[config.mk]
export PLATFORM = sky130hd
export DESIGN_NAME = tlc1543_scan_avg
export DESIGN_NICKNAME = d
export VERILOG_FILES = /design/src/rtl/tlc1543_pkg.sv /design/src/rtl/tlc1543_timeout_cnt.sv /design/src/rtl/tlc1543_scan_avg.sv
export SDC_FILE = /design/constraint.sdc
export NUM_CORES = 1
export LEC_CHECK = 0
export ABC_AREA = 1
export BUFFER_PORTS_ARGS = -buffer_cell sky130_fd_sc_hd__buf_4
export CORE_ASPECT_RATIO = 1.25
export CORE_MARGIN = 4
export CORE_UTILIZATION = 60
export CTS_BUF_LIST = sky130_fd_sc_hd__clkbuf_8
export CTS_CLUSTER_DIAMETER = 30
export DETAILED_ROUTE_END_ITERATION = 16
export PLACE_DENSITY = 0.78
export SLEW_MARGIN = 20
export SYNTH_ARGS = -nofsm -noshare
export SYNTH_HDL_FRONTEND = slang
export SYNTH_SLANG_ARGS = --single-unit
[constraint.sdc]
create_clock -name clk_50m -period 4.9 [get_ports clk_50m]
set_input_delay 1.47 -clock clk_50m [delete_from_list [all_inputs] [get_ports clk_50m]]
set_output_delay 1.47 -clock clk_50m [all_outputs]
set_load 0.1 [all_outputs]
[src/rtl/tlc1543_pkg.sv]
// rtl/tlc1543_pkg.sv - shared widths, channel limit and FSM encoding for the TLC1543 scan path
package tlc1543_pkg;

  localparam int ADC_W          = 10;
  localparam int CHAN_W         = 4;
  localparam int TLC1543_MAX_CH = 11;

  typedef enum logic [2:0] {
    SCAN_IDLE  = 3'd0,
    SCAN_REQ   = 3'd1,
    SCAN_WAIT  = 3'd2,
    SCAN_STORE = 3'd3,
    SCAN_NEXT  = 3'd4
  } scan_state_e;

  // Plain vectors so the state register stays a legacy-friendly logic [2:0]
  localparam logic [2:0] ST_IDLE  = SCAN_IDLE;
  localparam logic [2:0] ST_REQ   = SCAN_REQ;
  localparam logic [2:0] ST_WAIT  = SCAN_WAIT;
  localparam logic [2:0] ST_STORE = SCAN_STORE;
  localparam logic [2:0] ST_NEXT  = SCAN_NEXT;

endpackage

[src/rtl/tlc1543_timeout_cnt.sv]
// rtl/tlc1543_timeout_cnt.sv - loadable down-counter with clear and one-shot expire
module tlc1543_timeout_cnt #(
  parameter int unsigned LOAD_VAL = 50000
) (
  input  logic clk_50m,
  input  logic rst_n,
  input  logic clr,
  input  logic load,
  input  logic en,
  output logic expire
);

  localparam int CNT_W = (LOAD_VAL > 1) ? $clog2(LOAD_VAL) : 1;
  // Loading LOAD_VAL-1 makes expire fire on the LOAD_VAL-th enabled cycle
  localparam logic [CNT_W-1:0] LOAD_M1 = CNT_W'(LOAD_VAL - 1);

  logic [CNT_W-1:0] cnt;
  logic             armed;

  assign expire = armed & en & (cnt == '0);

  // Count down while armed; disarm on expiry so only one pulse is produced
  always_ff @(posedge clk_50m or negedge rst_n) begin
    if (!rst_n) begin
      cnt   <= '0;
      armed <= 1'b0;
    end else if (clr) begin
      cnt   <= '0;
      armed <= 1'b0;
    end else if (load) begin
      cnt   <= LOAD_M1;
      armed <= 1'b1;
    end else if (en && armed) begin
      if (cnt == '0) begin
        armed <= 1'b0;
      end else begin
        cnt <= cnt - CNT_W'(1);
      end
    end
  end

endmodule

[src/rtl/tlc1543_scan_avg.sv]
// rtl/tlc1543_scan_avg.sv - round-robin channel sequencer and averager; TLC1543_SCAN_THRESH_EN adds the alarm compare
module tlc1543_scan_avg
  import tlc1543_pkg::*;
#(
  parameter int N_CH        = 11,
  parameter int AVG_LOG2    = 2,
  parameter int TIMEOUT_CYC = 50000
`ifdef TLC1543_SCAN_THRESH_EN
  , parameter logic [ADC_W-1:0] THRESH = 10'd900
`endif
) (
  input  logic              clk_50m,
  input  logic              rst_n,
  input  logic              scan_en,
  input  logic              conv_busy,
  output logic              conv_req,
  output logic [CHAN_W-1:0] conv_chan,
  input  logic              conv_done,
  input  logic [ADC_W-1:0]  conv_data,
  input  logic [CHAN_W-1:0] rd_chan,
  output logic [ADC_W-1:0]  rd_data,
  output logic              frame_done,
  output logic              timeout_err
`ifdef TLC1543_SCAN_THRESH_EN
  , output logic [N_CH-1:0] alarm
`endif
);

  localparam int ACC_W = ADC_W + AVG_LOG2;
  localparam int CNT_W = (AVG_LOG2 > 0) ? AVG_LOG2 : 1;
  localparam logic [CNT_W-1:0]  CNT_LAST  = CNT_W'((1 << AVG_LOG2) - 1);
  localparam logic [CHAN_W-1:0] CHAN_LAST = CHAN_W'(N_CH - 1);

  logic [2:0]        state;
  logic [CHAN_W-1:0] chan;
  logic [CNT_W-1:0]  cnt;
  logic [ACC_W-1:0]  acc;
  logic [ADC_W-1:0]  bank [N_CH];
  logic [ADC_W-1:0]  mean;
  logic [ADC_W-1:0]  rd_next;
  logic              to_load;
  logic              to_clr;
  logic              to_en;
  logic              to_expire;

  // Dropping the low AVG_LOG2 bits is the truncating divide
  assign mean      = acc[ACC_W-1:AVG_LOG2];
  assign conv_chan = chan;

  assign to_load = (state == ST_REQ) && scan_en && !conv_busy;
  assign to_en   = (state == ST_WAIT);
  assign to_clr  = (state == ST_WAIT) && conv_done;

  tlc1543_timeout_cnt #(
    .LOAD_VAL (TIMEOUT_CYC)
  ) u_timeout (
    .clk_50m (clk_50m),
    .rst_n   (rst_n),
    .clr     (to_clr),
    .load    (to_load),
    .en      (to_en),
    .expire  (to_expire)
  );

  // Sweep sequencer: request, collect, store, advance channel
  always_ff @(posedge clk_50m or negedge rst_n) begin
    if (!rst_n) begin
      state       <= ST_IDLE;
      chan        <= '0;
      cnt         <= '0;
      acc         <= '0;
      conv_req    <= 1'b0;
      frame_done  <= 1'b0;
      timeout_err <= 1'b0;
    end else begin
      conv_req    <= 1'b0;
      frame_done  <= 1'b0;
      timeout_err <= 1'b0;
      case (state)
        ST_IDLE: begin
          chan <= '0;
          cnt  <= '0;
          acc  <= '0;
          if (scan_en) state <= ST_REQ;
        end
        ST_REQ: begin
          if (!scan_en) begin
            state <= ST_IDLE;
          end else if (!conv_busy) begin
            conv_req <= 1'b1;
            state    <= ST_WAIT;
          end
        end
        ST_WAIT: begin
          // conv_done has priority over a simultaneous expiry
          if (conv_done) begin
            acc <= acc + ACC_W'(conv_data);
            if (cnt == CNT_LAST) begin
              // An abort during the last sample skips STORE; REQ then falls to IDLE
              state <= scan_en ? ST_STORE : ST_REQ;
            end else begin
              cnt   <= cnt + CNT_W'(1);
              state <= ST_REQ;
            end
          end else if (to_expire) begin
            timeout_err <= 1'b1;
            state       <= ST_REQ;
          end
        end
        ST_STORE: begin
          acc   <= '0;
          cnt   <= '0;
          state <= ST_NEXT;
        end
        ST_NEXT: begin
          if (chan == CHAN_LAST) begin
            frame_done <= 1'b1;
            chan       <= '0;
          end else begin
            chan <= chan + CHAN_W'(1);
          end
          state <= scan_en ? ST_REQ : ST_IDLE;
        end
        default: state <= ST_IDLE;
      endcase
    end
  end

  // Result bank: one register per channel, written only in STORE
  always_ff @(posedge clk_50m or negedge rst_n) begin
    if (!rst_n) begin
      for (int i = 0; i < N_CH; i++) bank[i] <= '0;
    end else if (state == ST_STORE) begin
      for (int i = 0; i < N_CH; i++) begin
        if (chan == CHAN_W'(i)) bank[i] <= mean;
      end
    end
  end

`ifdef TLC1543_SCAN_THRESH_EN
  // Per-channel over-threshold flag, refreshed alongside the bank entry
  always_ff @(posedge clk_50m or negedge rst_n) begin
    if (!rst_n) begin
      alarm <= '0;
    end else if (state == ST_STORE) begin
      for (int i = 0; i < N_CH; i++) begin
        if (chan == CHAN_W'(i)) alarm[i] <= (mean > THRESH);
      end
    end
  end
`endif

  // Read mux; addresses at or beyond N_CH read as zero
  always_comb begin
    rd_next = '0;
    for (int i = 0; i < N_CH; i++) begin
      if (rd_chan == CHAN_W'(i)) rd_next = bank[i];
    end
  end

  // Registered read port
  always_ff @(posedge clk_50m or negedge rst_n) begin
    if (!rst_n) begin
      rd_data <= '0;
    end else begin
      rd_data <= rd_next;
    end
  end

endmodule

==> metrics.cfg, run 1 <==
[outcome]
status=finished clean

[worst_setup_path]
worst_setup_path_end_kind=flop
worst_ep_required_time_ns=5.31
crit_path_start=rd_chan[1]
worstSetupPathType=in -> reg
startpoint_type=input pin
crit_fanout=11
timing.rr.start=conv_chan[1]
reg2regPathDepth=4
cp.arrival_ns=3.35

[timing]
finalHoldViolCount=0
max_freq_mhz=340
tns_ns=0
setup_viol_count_final=0
skew_ns=0.0106
timing.final.crit_share=0.600
slew_violations=0
tightest_slew_ns=0.847
rsz0062_at_grt=false
fin_ws_ns=1.96
fin_crit_ns=2.94
slew-limit-headroom=0.433

[logic_synthesis]
synth.distinct_cells=35
ys_seq_area_frac=0.517
synth_compound_area_frac=0.127
ys_warn_count=0
synth_fp_nets=1000
synth_xor_area_frac=0.00225
yosys.area_share.adder=0.0234
avgSynthCellArea_um2=8.06
synth_mux_area_frac=0
yosys.area_share.simple=0.264
synth_seq_cells=161
syn_inst=967
synth_top_family_by_area=simple AND/OR/NAND/NOR gates
synthesis.area_um2=7800

[clocking]
ctsResizeCount=0
clkTransAtPathRegs_ns=0.08
cts_buffers=17
insertion_delay_ns=0.47
htree_levels=4
postCtsSetupRepairBufs=0
root_buffer=clkbuf_8
clockBufferDepth=2
cts_num_sinks=161
cts_hold_buf=0
cts_tree=built

[min_path]
min_delay_path_depth=2
min-delay-start=bank[33]
hold_class=reg -> reg

[drt]
drtAntennaViolNets=0
route.vias.total=6464
vias_per_cell=5.56
wl_per_cell_um=15.7
first_iter_violations=486
drc=0
firstDrtPassIters=5
wirelength_um=18300

[pwr]
vdd_ir_drop_max_v=0.000365
power.leakage_nw=4.03
p_total_w=0.00391
p_switching_w=0.00145
p_clk_frac=0.289
pwr-share-seq=0.407
p_comb_frac=0.304
powerDensity_nw_per_um2=457
p_int_w=0.00246
swShare=0.371

[layout]
diodes=0
fin_nets=1016
area_growth_pct=9.87
multi_input_area_um2=3250
final_common_cell=nand2_1
mostFrequentLayoutCells=265 x nand2_1, 161 x dfrtp_1, 137 x o21ai_0
fillers=1055
ff_latch_area_um2=4030
layout.cells.non_filler=1162
drive_gt1_frac=0.0926

[die]
die_area_um2=14900
initial_core_util=0.613
io_pins=36
die_y_um=135
fp.dieW_um=110
core_um2=12700
rows=46

[place]
dp_hpwl_um=12700
io_buffers=35
place_ws_ns=1.48
place_congestion=0.913
placed_cells=1132

[global_route]
grt_pass1_vias=6340
antenna_found_initial=0
overflow=0
grt_pass1_wl_um=30800
grt_max_degree=95
grt_usage=0.268

[flow_run]
maxCapViolCount=0

-- Yosys cell counts (all sizes together) --
cell type | count | area [um2]
a21o | 1 | 7.51
a31oi | 1 | 6.26
nand4 | 30 | 188
a21oi | 25 | 125
o22ai | 8 | 50.1
fa | 1 | 20.0
buf | 14 | 97.6
xor2 | 2 | 17.5
nand2 | 270 | 1040
nor2 | 85 | 359
o21a | 1 | 7.51
a22oi | 2 | 20.0
or2 | 9 | 56.3
a22o | 1 | 8.76
dfrtp | 161 | 4030
ha | 13 | 163
clkinv | 1 | 3.75
nor3b | 1 | 7.51
nand3 | 71 | 368
o21ai | 147 | 736
o21bai | 2 | 15.0
inv | 84 | 315
o31ai | 2 | 15.0
nor3 | 8 | 40.0
clkbuf | 27 | 101
-- kinds of logic (layout without fill, tap and decap cells) --
kind of cell | count (synthesis) | count (layout)
buffers and inverters | 126 | 153
DFF | 161 | 161
xor gates and xnor gates | 2 | 2
adders and majority gates | 14 | 14
and+or+nand+nor | 474 | 474
AOI/OAI and AO/OA | 190 | 190
-- through the flow --
| stage | utilization | hold slack (ns) | area, um2 |
|---|---|---|---|
| after global placement | 0.638 | 0.459 | 8110 |
| after global routing | 0.674 | 0.510 | 8570 |
| final | 0.674 | 0.484 | 8570 |
| after detailed placement | 0.638 | 0.467 | 8110 |
| after floorplan | - | 0.446 | 7800 |
| after CTS | 0.674 | 0.486 | 8570 |
-- worst max-delay path: stages --
cell     delay, ns
buf_4         0.13
nor2_1        0.63
inv_1         0.14
nor2_1        0.61
nand2_1       0.12
nand4_1       0.13
nand2_1       0.06
nand3_1       0.06
-- flip-flops by register name (all words and copies together) (netlist names), 2 cells and up --
name           count
cnt                2
u_timeout.cnt     16
state              3
acc               12
rd_data           10
conv_chan          4
bank             110
-- per-layer routing --
layer	share of wire	global-route usage	up-vias
met1	0.42	0.344	3065
li1	-	-	3199
met2	0.50	0.438	156
met5	0	0	-
met4	0.031	0.116	0
met3	0.044	0.0544	44
-- power groups by stage --
| stage | Combinational [W] | Clock, W | Sequential, W |
|---|---|---|---|
| after floorplan | 0.000875 | 0 | 0.00165 |
| after detailed placement | 0.00119 | 0 | 0.00162 |
| final | 0.00119 | 0.00113 | 0.00159 |
| after CTS | 0.00119 | 0.00114 | 0.00159 |
| after global routing | 0.00136 | 0.00120 | 0.00162 |
| after global placement | 0.00117 | 0 | 0.00161 |
-- worst paths after layout --
check,end,slack [ns]
max,rd_data[7],1.96
min,bank[33],0.48
max reg2reg,bank[84],2.84
min reg2reg,bank[33],0.48
max in group asynchronous,bank[4],3.01
min in group asynchronous,u_timeout.cnt[5],0.98
-- layout make-up --
type,count,share of cell area
clock buffer,17,0.0273
clock inverter,13,0.0257
inverter,85,0.0372
multi-input combinational,680,0.380
sequential,161,0.470
tap,168,0.0245
timing repair buffer,38,0.0352
(Power assumes the default switching activity.)
==> inputs of run 2 (changes only) <==
Clock period 4.9 ns to 2.9 ns, I/O delays scaled along.
==> metrics.cfg, run 2 (same netlist as run 1, synthesis figures left out) <==
[outcome]
status=finished clean

[place]
io_buffers=35  ; unchanged
dp_hpwl_um=12300  ; -3.4%
place_congestion=0.900  ; -1.4%

[worst_setup_path]
crit_fanout=7  ; -4
crit_buf_inv=1  ; -1
critPathSlowestCell=dfrtp_1
startpoint_type=flop
critPathTopFamily=flip-flops
crit_path_max_incr_delay_ns=0.49  ; -0.14 ns
cp_cell_sequence=buf_4
reg2regPathDepth=8  ; +4
cp.arrival_ns=1.31  ; -2.04 ns
timing.rr.start=state[2]
cp.depth=1  ; -7
worst_ep_required_time_ns=2.03  ; -3.28 ns
ff2ff_setup_slack_ns=0.97  ; -1.87 ns
timing.critical_path.to=conv_chan[1]
r2r-end=cnt[1]
worst_setup_path_end_kind=primary output
crit_path_start=conv_chan[1]
worstSetupPathType=reg -> out

[drt]
drtAntennaViolNets=0  ; unchanged
firstDrtPassIters=5  ; unchanged
first_iter_violations=491  ; +1.0%
wl_per_cell_um=14.9  ; -5.1%
wirelength_um=17500  ; -3.9%
drc=0  ; unchanged
vias_per_cell=5.48  ; -1.4%
route.vias.total=6449  ; -0.23%

[clocking]
htree_levels=4  ; unchanged
cts_num_sinks=161  ; unchanged
cts_tree=built
cts_hold_buf=0  ; unchanged
clkTransAtPathRegs_ns=0.09  ; about the same
ctsResizeCount=0  ; unchanged
clockBufferDepth=2  ; unchanged
root_buffer=clkbuf_8
insertion_delay_ns=0.47  ; about the same
cts_buffers=17  ; unchanged
postCtsSetupRepairBufs=0  ; unchanged

[die]
core_um2=12700  ; unchanged
initial_core_util=0.613  ; unchanged
rows=46  ; unchanged
fp.dieW_um=110  ; unchanged
die_y_um=135  ; unchanged
die_area_um2=14900  ; unchanged
io_pins=36  ; unchanged

[layout]
largest_reg_flops=110  ; unchanged
area_growth_pct=10.6
fillers=1091  ; +3.4%
fin_nets=1029  ; +1.3%
drive_gt1_frac=0.105  ; +0.0126
final_common_cell=nand2_1
diodes=0  ; unchanged
mostFrequentLayoutCells=265 x nand2_1, 161 x dfrtp_1, 137 x o21ai_0
top_regs=bank (110), u_timeout.cnt (16), acc (12)
regMostFlops=bank

[timing]
fin_crit_ns=2.18
skew_ns=0.0119  ; +0.00128 ns
rsz0062_at_grt=false
tns_ns=0  ; unchanged
slew-limit-headroom=0.508  ; +0.0748
slew_violations=0  ; unchanged
timing.final.crit_share=0.752
finalHoldViolCount=0  ; unchanged
hold_ws_ns=0.342  ; -0.142 ns
max_freq_mhz=459
setup_viol_count_final=0  ; unchanged
tightest_slew_ns=0.736  ; -0.111 ns

[pwr]
vdd_ir_drop_max_v=0.000560  ; +53%
p_comb_frac=0.313  ; +0.009
p_switching_w=0.00244  ; +68%
p_clk_frac=0.267  ; -0.022
p_int_w=0.00399  ; +62%
powerDensity_nw_per_um2=746  ; +63%
power.leakage_nw=4.09  ; +1.4%
pwr-share-seq=0.419  ; +0.012
swShare=0.380  ; +0.00877

[global_route]
grt_pass1_wl_um=29700  ; -3.7%
grt_usage=0.259  ; -0.00895
grt_max_degree=57  ; -40%
antenna_found_initial=0  ; unchanged
grt_pass1_vias=6132  ; -3.3%
overflow=0  ; unchanged

[flow_run]
maxCapViolCount=0  ; unchanged

[min_path]
hold_class=in -> async

## run 2: cell types whose count changed in the layout (fill, tap and decap cells not counted), sizes merged
cell,previous run,this run
buf,38,51
bufinv,6,3
clkbuf,17,20
clkinv,3,7
clkinvlp,3,0
## run 2: final cells by class
class	count	area (um2)	share of cell area
Timing Repair Buffer	51	399	0.0463
Sequential cell	161	4030	0.467
Tap cell	168	210	0.0244
Clock inverter	11	139	0.0161
Multi-Input combinational cell	680	3250	0.377
Clock buffer	20	275	0.0319
Inverter	85	319	0.0370
## run 2: per-layer routing
layer	share of wire	GRT usage	vias to the layer above
li1	-	-	3225
met1	0.43	0.344	3063
met2	0.51	0.421	129
met3	0.035	0.0415	32
met4	0.024	0.108	0
met5	0	0	-
## run 2: worst min-delay path by stage
stage	to	from	slack, ns	depth (start not counted)
3_5_place_dp	bank[33]	bank[33]	0.47	2
6_report	u_timeout.cnt[0]	rst_n	0.34	1
5_1_grt	u_timeout.cnt[0]	rst_n	0.37	1
4_1_cts	bank[46]	rst_n	0.35	1
2_1_floorplan	bank[22]	bank[22]	0.45	2
3_3_place_gp	bank[33]	bank[33]	0.46	2
## run 2: power groups by stage
stage,Sequential [W],Combinational [W],Clock (W)
2_1_floorplan,0.00279,0.00148,0
3_3_place_gp,0.00273,0.00197,0
3_5_place_dp,0.00273,0.00201,0
4_1_cts,0.00269,0.00202,0.00174
5_1_grt,0.00274,0.00229,0.00185
6_report,0.00270,0.00202,0.00172
## run 2: stage by stage
step / worst slack (ns) / utilization / instance area [um2] / std cells / power (W)
after floorplan: 0.743 / - / 7800 / 967 / 0.00427
after global placement: 0.505 / 0.645 / 8210 / 1145 / 0.00470
after detailed placement: 0.487 / 0.645 / 8210 / 1145 / 0.00475
after CTS: 0.686 / 0.678 / 8620 / 1176 / 0.00646
after global routing: 0.652 / 0.678 / 8620 / 1176 / 0.00688
final: 0.719 / 0.678 / 8620 / 1176 / 0.00643
